**config.mk**
```make
export PLATFORM = sky130hd
export DESIGN_NAME = mdio_frame_ctrl
export DESIGN_NICKNAME = d
export VERILOG_FILES = /design/src/rtl/mdio_frame_ctrl.sv
export SDC_FILE = /design/constraint.sdc
export NUM_CORES = 1
export LEC_CHECK = 0
export CAP_MARGIN = 20
export CORE_MARGIN = 5
export CORE_UTILIZATION = 55
export CTS_CLUSTER_SIZE = 12
export DETAILED_ROUTE_END_ITERATION = 7
export PLACE_DENSITY = 0.76
export SETUP_SLACK_MARGIN = 0.05
export SLEW_MARGIN = 20
export SYNTH_ARGS = -nofsm -noshare
export SYNTH_HDL_FRONTEND = slang
export SYNTH_SLANG_ARGS = --single-unit
```
**constraint.sdc**
```tcl
create_clock -name ip_master_clk -period 2.7 [get_ports ip_master_clk]
set_input_delay 0.54 -clock ip_master_clk [delete_from_list [all_inputs] [get_ports ip_master_clk]]
set_output_delay 0.54 -clock ip_master_clk [all_outputs]
set_load 0.005 [all_outputs]
```
**src/rtl/mdio_frame_ctrl.sv**
```systemverilog
// rtl/mdio_frame_ctrl.sv - Clause-22 MDIO master frame engine driven by mdio_baud_gen strobes.
// Optional MDIO_FRAME_CTRL_TA_CHECK_EN adds op_rd_error (PHY turnaround response check).
module mdio_frame_ctrl #(
    parameter int PREAMBLE_BITS = 32
) (
    input  logic        ip_master_clk,
    input  logic        ip_sync_reset,
    input  logic        ip_start,
    input  logic        ip_op_read,
    input  logic [4:0]  ip_phy_addr,
    input  logic [4:0]  ip_reg_addr,
    input  logic [15:0] ip_wr_data,
    output logic        op_busy,
    output logic        op_done,
    output logic [15:0] op_rd_data,
    output logic        op_baud_enable,
    input  logic        ip_baud_strobe_neg,
    input  logic        ip_baud_strobe_pos,
    output logic        op_mdio_o,
    output logic        op_mdio_oe,
    input  logic        ip_mdio_i
`ifdef MDIO_FRAME_CTRL_TA_CHECK_EN
    ,
    output logic        op_rd_error
`endif
);

    localparam int         FRAME_LEN = PREAMBLE_BITS + 32;
    localparam int         ALIGN     = 32 - PREAMBLE_BITS;
    localparam logic [5:0] LAST_BIT  = 6'(FRAME_LEN - 1);
    localparam logic [5:0] DATA_BIT  = 6'(PREAMBLE_BITS + 16);
`ifdef MDIO_FRAME_CTRL_TA_CHECK_EN
    localparam logic [5:0] TA2_BIT   = 6'(PREAMBLE_BITS + 15);
`endif

    typedef enum logic [1:0] {
        ST_IDLE,
        ST_SYNC,
        ST_SHIFT,
        ST_FINISH
    } state_t;

    state_t      state;
    state_t      state_next;

    logic [63:0] tx_bits;
    logic [63:0] tx_oe;
    logic [31:0] hdr_bits;
    logic [31:0] hdr_oe;
    logic [5:0]  bit_cnt;
    logic        read_q;
    logic [15:0] rx_shift;
    logic        last_neg;
`ifdef MDIO_FRAME_CTRL_TA_CHECK_EN
    logic        ta_sample;
`endif

    // Header after the preamble, MSB first; read TA/data drive idle '1' while released.
    always_comb begin
        hdr_bits = {2'b01,
                    (ip_op_read ? 2'b10 : 2'b01),
                    ip_phy_addr,
                    ip_reg_addr,
                    (ip_op_read ? 2'b11 : 2'b10),
                    (ip_op_read ? 16'hFFFF : ip_wr_data)};
        hdr_oe   = ip_op_read ? {14'h3FFF, 18'h00000} : 32'hFFFF_FFFF;
    end

    assign last_neg = (state == ST_SHIFT) && ip_baud_strobe_neg && (bit_cnt == LAST_BIT);

    always_ff @(posedge ip_master_clk) begin
        if (ip_sync_reset) begin
            state <= ST_IDLE;
        end else begin
            state <= state_next;
        end
    end

    always_comb begin
        state_next     = state;
        op_busy        = 1'b0;
        op_done        = 1'b0;
        op_baud_enable = 1'b0;
        case (state)
            ST_IDLE: begin
                if (ip_start) begin
                    state_next = ST_SYNC;
                end
            end
            ST_SYNC: begin
                op_busy        = 1'b1;
                op_baud_enable = 1'b1;
                if (ip_baud_strobe_neg) begin
                    state_next = ST_SHIFT;
                end
            end
            ST_SHIFT: begin
                op_busy        = 1'b1;
                op_baud_enable = 1'b1;
                if (last_neg) begin
                    state_next = ST_FINISH;
                end
            end
            ST_FINISH: begin
                op_busy    = 1'b1;
                op_done    = 1'b1;
                state_next = ST_IDLE;
            end
            default: begin
                state_next = ST_IDLE;
            end
        endcase
    end

    // Frame is held left-aligned in tx_bits/tx_oe; bit 63 is the next bit onto the line.
    always_ff @(posedge ip_master_clk) begin
        if (ip_sync_reset) begin
            tx_bits    <= '0;
            tx_oe      <= '0;
            bit_cnt    <= '0;
            read_q     <= 1'b0;
            rx_shift   <= '0;
            op_mdio_o  <= 1'b1;
            op_mdio_oe <= 1'b0;
            op_rd_data <= '0;
`ifdef MDIO_FRAME_CTRL_TA_CHECK_EN
            ta_sample   <= 1'b1;
            op_rd_error <= 1'b0;
`endif
        end else begin
            case (state)
                ST_IDLE: begin
                    if (ip_start) begin
                        tx_bits <= {32'hFFFF_FFFF, hdr_bits} << ALIGN;
                        tx_oe   <= {32'hFFFF_FFFF, hdr_oe} << ALIGN;
                        read_q  <= ip_op_read;
                        bit_cnt <= '0;
`ifdef MDIO_FRAME_CTRL_TA_CHECK_EN
                        op_rd_error <= 1'b0;
`endif
                    end
                end
                ST_SYNC: begin
                    if (ip_baud_strobe_neg) begin
                        op_mdio_o  <= tx_bits[63];
                        op_mdio_oe <= tx_oe[63];
                        tx_bits    <= tx_bits << 1;
                        tx_oe      <= tx_oe << 1;
                    end
                end
                ST_SHIFT: begin
                    if (ip_baud_strobe_neg) begin
                        if (bit_cnt == LAST_BIT) begin
                            op_mdio_o  <= 1'b1;
                            op_mdio_oe <= 1'b0;
                            if (read_q) begin
                                op_rd_data <= rx_shift;
                            end
`ifdef MDIO_FRAME_CTRL_TA_CHECK_EN
                            op_rd_error <= read_q & ta_sample;
`endif
                        end else begin
                            bit_cnt    <= bit_cnt + 6'd1;
                            op_mdio_o  <= tx_bits[63];
                            op_mdio_oe <= tx_oe[63];
                            tx_bits    <= tx_bits << 1;
                            tx_oe      <= tx_oe << 1;
                        end
                    end else if (ip_baud_strobe_pos && read_q) begin
                        if (bit_cnt >= DATA_BIT) begin
                            rx_shift <= {rx_shift[14:0], ip_mdio_i};
                        end
`ifdef MDIO_FRAME_CTRL_TA_CHECK_EN
                        if (bit_cnt == TA2_BIT) begin
                            ta_sample <= ip_mdio_i;
                        end
`endif
                    end
                end
                default: begin
                end
            endcase
        end
    end

endmodule

```
==> flow_metrics.py <==
metrics = {
    "placed_design": {
        "dp_cells": 928,
        "post-dp-hpwl_microns": 8371,
        "io_buffers": 53,
        "placed_area_sq_um": 7219,
        "gp_congestion": 0.7844,
    },
    "yosys": {
        "synth_mux_area_frac": 0.04177,
        "synth_compound_area_frac": 0.2312,
        "yosys.area_share.simple": 0.1419,
        "synth_xor_area_frac": 0,
        "netlist_area_sq_um": 6710,
        "syn_nets": 822,
        "synth_cells": 784,
        "avgSynthCellArea_sq_um": 8.559,
        "seq_area_frac_synth": 0.5102,
        "synth_top_family_by_area": "compound AO/OA/AOI/OAI gates",
        "ys.warnings.count": 0,
        "synth_adder_area_share": 0.009323,
        "yosys_register_bits": 171,
        "synth_cell_types": 42,
    },
    "global_routing": {
        "gr-total-overflow": 0,
        "grt_pass1_vias": 5119,
        "grt_max_degree": 114,
        "grt_usage": 0.1936,
        "grt_pass1_wl_microns": 23390,
        "antenna_found_initial": 0,
    },
    "layout": {
        "final_cell_mix": "dfxtp_1 (171), nand2_1 (138), a21oi_1 (121), o21ai_0 (81), nor2_1 (53)",
        "stdcell_area_sq_um": 7772,
        "fin_util": 0.6498,
        "seqCellArea_sq_um": 3423,
        "final_nets": 838,
        "multiInputGateArea_sq_um": 2867,
        "antenna-diode-count": 0,
        "syn_to_final_growth_pct": 15.83,
        "final.fill_count": 991,
        "layout.cells.non_filler": 960,
        "layout_commonest_cell": "dfxtp_1",
        "drive_above_1_share": 0.07257,
    },
    "drt": {
        "vias": 5430,
        "wl_per_cell_microns": 14.28,
        "drt-pass1-iter-count": 5,
        "via_per_inst": 5.656,
        "drt.antenna.violating_nets": 0,
        "drc": 0,
        "wirelength_microns": 13710,
        "initialDrtViolationCount": 397,
    },
    "clock_tree": {
        "cts_tree": "done",
        "clk_latency_ns": 0.42,
        "ctsLongestPathBuffers": 2,
        "cts_root_buffer": "clkbuf_16",
        "clk_pin_slew_ns": 0.07,
        "cts_hold_buffers": 0,
        "cts_setup_buffers": 0,
        "numClockSinks": 171,
        "cts_buffers": 17,
        "cts_resized": 0,
        "htreeDepth": 4,
    },
    "setup_path": {
        "critical_path_class": "reg -> out",
        "crit_chain": "inv_1 > ha_1 > clkdlybuf4s50_1",
        "slowest_delay_ns": 0.59,
        "cp_slowest_cell": "clkdlybuf4s50_1",
        "critPathCaptureType": "output pin",
        "worstPathRequired_ns": 2.16,
        "path_max_fanout": 8,
        "arrival_ns": 2.03,
        "critPathLaunchType": "flip-flop",
    },
    "run": {
        "drv_cap": 0,
    },
    "floorplan": {
        "initial_core_util": 0.5610,
        "dieHeight_microns": 120.5,
        "fp.coreArea_sq_um": 11960,
        "die_width_microns": 120.5,
        "rows": 40,
        "dieArea_sq_um": 14510,
        "num_io_pins": 54,
    },
    "power_and_ir_drop": {
        "p_leak_uw": 0.002781,
        "max-vdd-ir-drop_uv": 738.0,
        "power.density_nw_per_um2": 1274,
    },
    "timing": {
        "hold_viol": 0,
        "fin_crit_ns": 2.573,
        "finalCritPeriodShare": 0.9530,
        "rsz0062_at_grt": "false",
        "fin_worst_skew_ns": 0.006186,
        "tightestPinTransition_ns": 0.7522,
        "finalSetupTns_ns": 0,
        "slew_viol_final": 0,
        "fmax_ghz": 0.3887,
        "max_slew_margin": 0.4983,
        "setup_viol": 0,
        "hold_ws_ns": 0.4218,
    },
    "worst_hold_path": {
        "worst_hold_path_type": "in -> reg",
    },
    "outcome": {
        "status": "complete, no violations",
    },
}
## kinds of logic (layout without fill, tap and decap cells)
family	count (synthesis)	count (layout)
AO/OA/AOI/OAI	266	266
adder cells (fa/ha/maj)	5	5
buffers and inverters	82	111
AND/OR/NAND/NOR	232	232
multiplexers	28	28
flip-flops	171	171
## registers in the layout (all words and copies together), names as in the netlist
| register | count |
|---|---|
| bit_cnt | 6 |
| read_q | 1 |
| op_mdio_o | 1 |
| op_rd_data | 16 |
| rx_shift | 16 |
| op_mdio_oe | 1 |
| tx_oe | 64 |
| tx_bits | 64 |
| state | 2 |
## per-layer routing
metal / GRT usage / part of all wire / up-vias / wire [microns]
met5: 0 / 0 / - / 0
met4: 0.07295 / 0.017 / 0 / 230
met3: 0.04069 / 0.038 / 22 / 517
met2: 0.3182 / 0.49 / 117 / 6685
met1: 0.2512 / 0.46 / 2545 / 6276
li1: - / - / 2746 / -
## cells in the mapped netlist
master | count | area [sq um]
nor2b_1 | 1 | 6.260
o221ai_1 | 15 | 131.4
nand2_1 | 138 | 518.0
nand3_2 | 1 | 10.01
nand3_1 | 5 | 25.02
nor4_1 | 1 | 6.260
a311oi_1 | 3 | 26.28
buf_6 | 8 | 90.09
and3_1 | 2 | 12.51
or2b_1 | 1 | 7.510
o21ai_0 | 81 | 405.4
nand4_1 | 1 | 6.260
nand3b_1 | 1 | 7.510
or2_2 | 1 | 6.260
a21oi_1 | 121 | 605.6
nor2_1 | 54 | 202.7
buf_1 | 1 | 3.750
a211oi_2 | 2 | 25.02
o2111ai_1 | 1 | 8.760
ha_1 | 5 | 62.56
clkbuf_2 | 1 | 5.000
and2b_1 | 1 | 7.510
buf_4 | 7 | 52.55
mux2i_1 | 28 | 280.3
a211o_1 | 2 | 17.52
clkbuf_1 | 31 | 116.4
o2111a_2 | 1 | 12.51
o21bai_1 | 2 | 15.01
o211ai_1 | 1 | 7.510
inv_2 | 1 | 3.750
inv_1 | 9 | 33.78
nor3_1 | 20 | 100.1
a31o_1 | 1 | 8.760
dfxtp_1 | 171 | 3423
a311oi_2 | 2 | 30.03
a211oi_1 | 32 | 240.2
nand2b_1 | 3 | 18.77
and4_1 | 2 | 17.52
a221oi_1 | 1 | 8.760
a22o_1 | 1 | 8.760
buf_12 | 1 | 20.02
buf_2 | 23 | 115.1
## final cells by class
type / count / area share
timing repair buffer: 69 / 0.09144
clock buffer: 18 / 0.05650
clock inverter: 14 / 0.01433
multi-input combinational: 531 / 0.3688
sequential: 171 / 0.4404
tap: 147 / 0.02366
inverter: 10 / 0.004829
## final timing paths
check,startpoint,slack (ns),endpoint,cells after the start
max,state[0]$_SDFFE_PP0P_,0.13,op_baud_enable,3
min,ip_sync_reset,0.42,bit_cnt[4]$_SDFFE_PP0P_,2
max reg2reg,state[0]$_SDFFE_PP0P_,0.40,tx_oe[45]$_SDFFE_PP0P_,8
min reg2reg,tx_bits[50]$_SDFFE_PP0P_,0.45,tx_bits[50]$_SDFFE_PP0P_,2
## worst max-delay path: cells and delay by family (launching register included)
family,cells,cell delay (ns)
flip-flops,1,0.36
adder cells (fa/ha/maj),1,0.56
buffers and inverters,2,0.68
## where the power goes
group / switching (uW) / internal (uW)
clock: 1030 / 1220
sequential: 387 / 3350
combinational: 2410 / 1510
## per-stage QoR
step,power (uW),setup slack [ns]
2_1_floorplan,6870,0.8278
3_3_place_gp,7439,0.3909
3_5_place_dp,7661,0.3454
4_1_cts,9958,0.1347
5_1_grt,10660,0.05946
6_report,9904,0.1270
No activity file was read; power rests on OpenSTA's default activity.
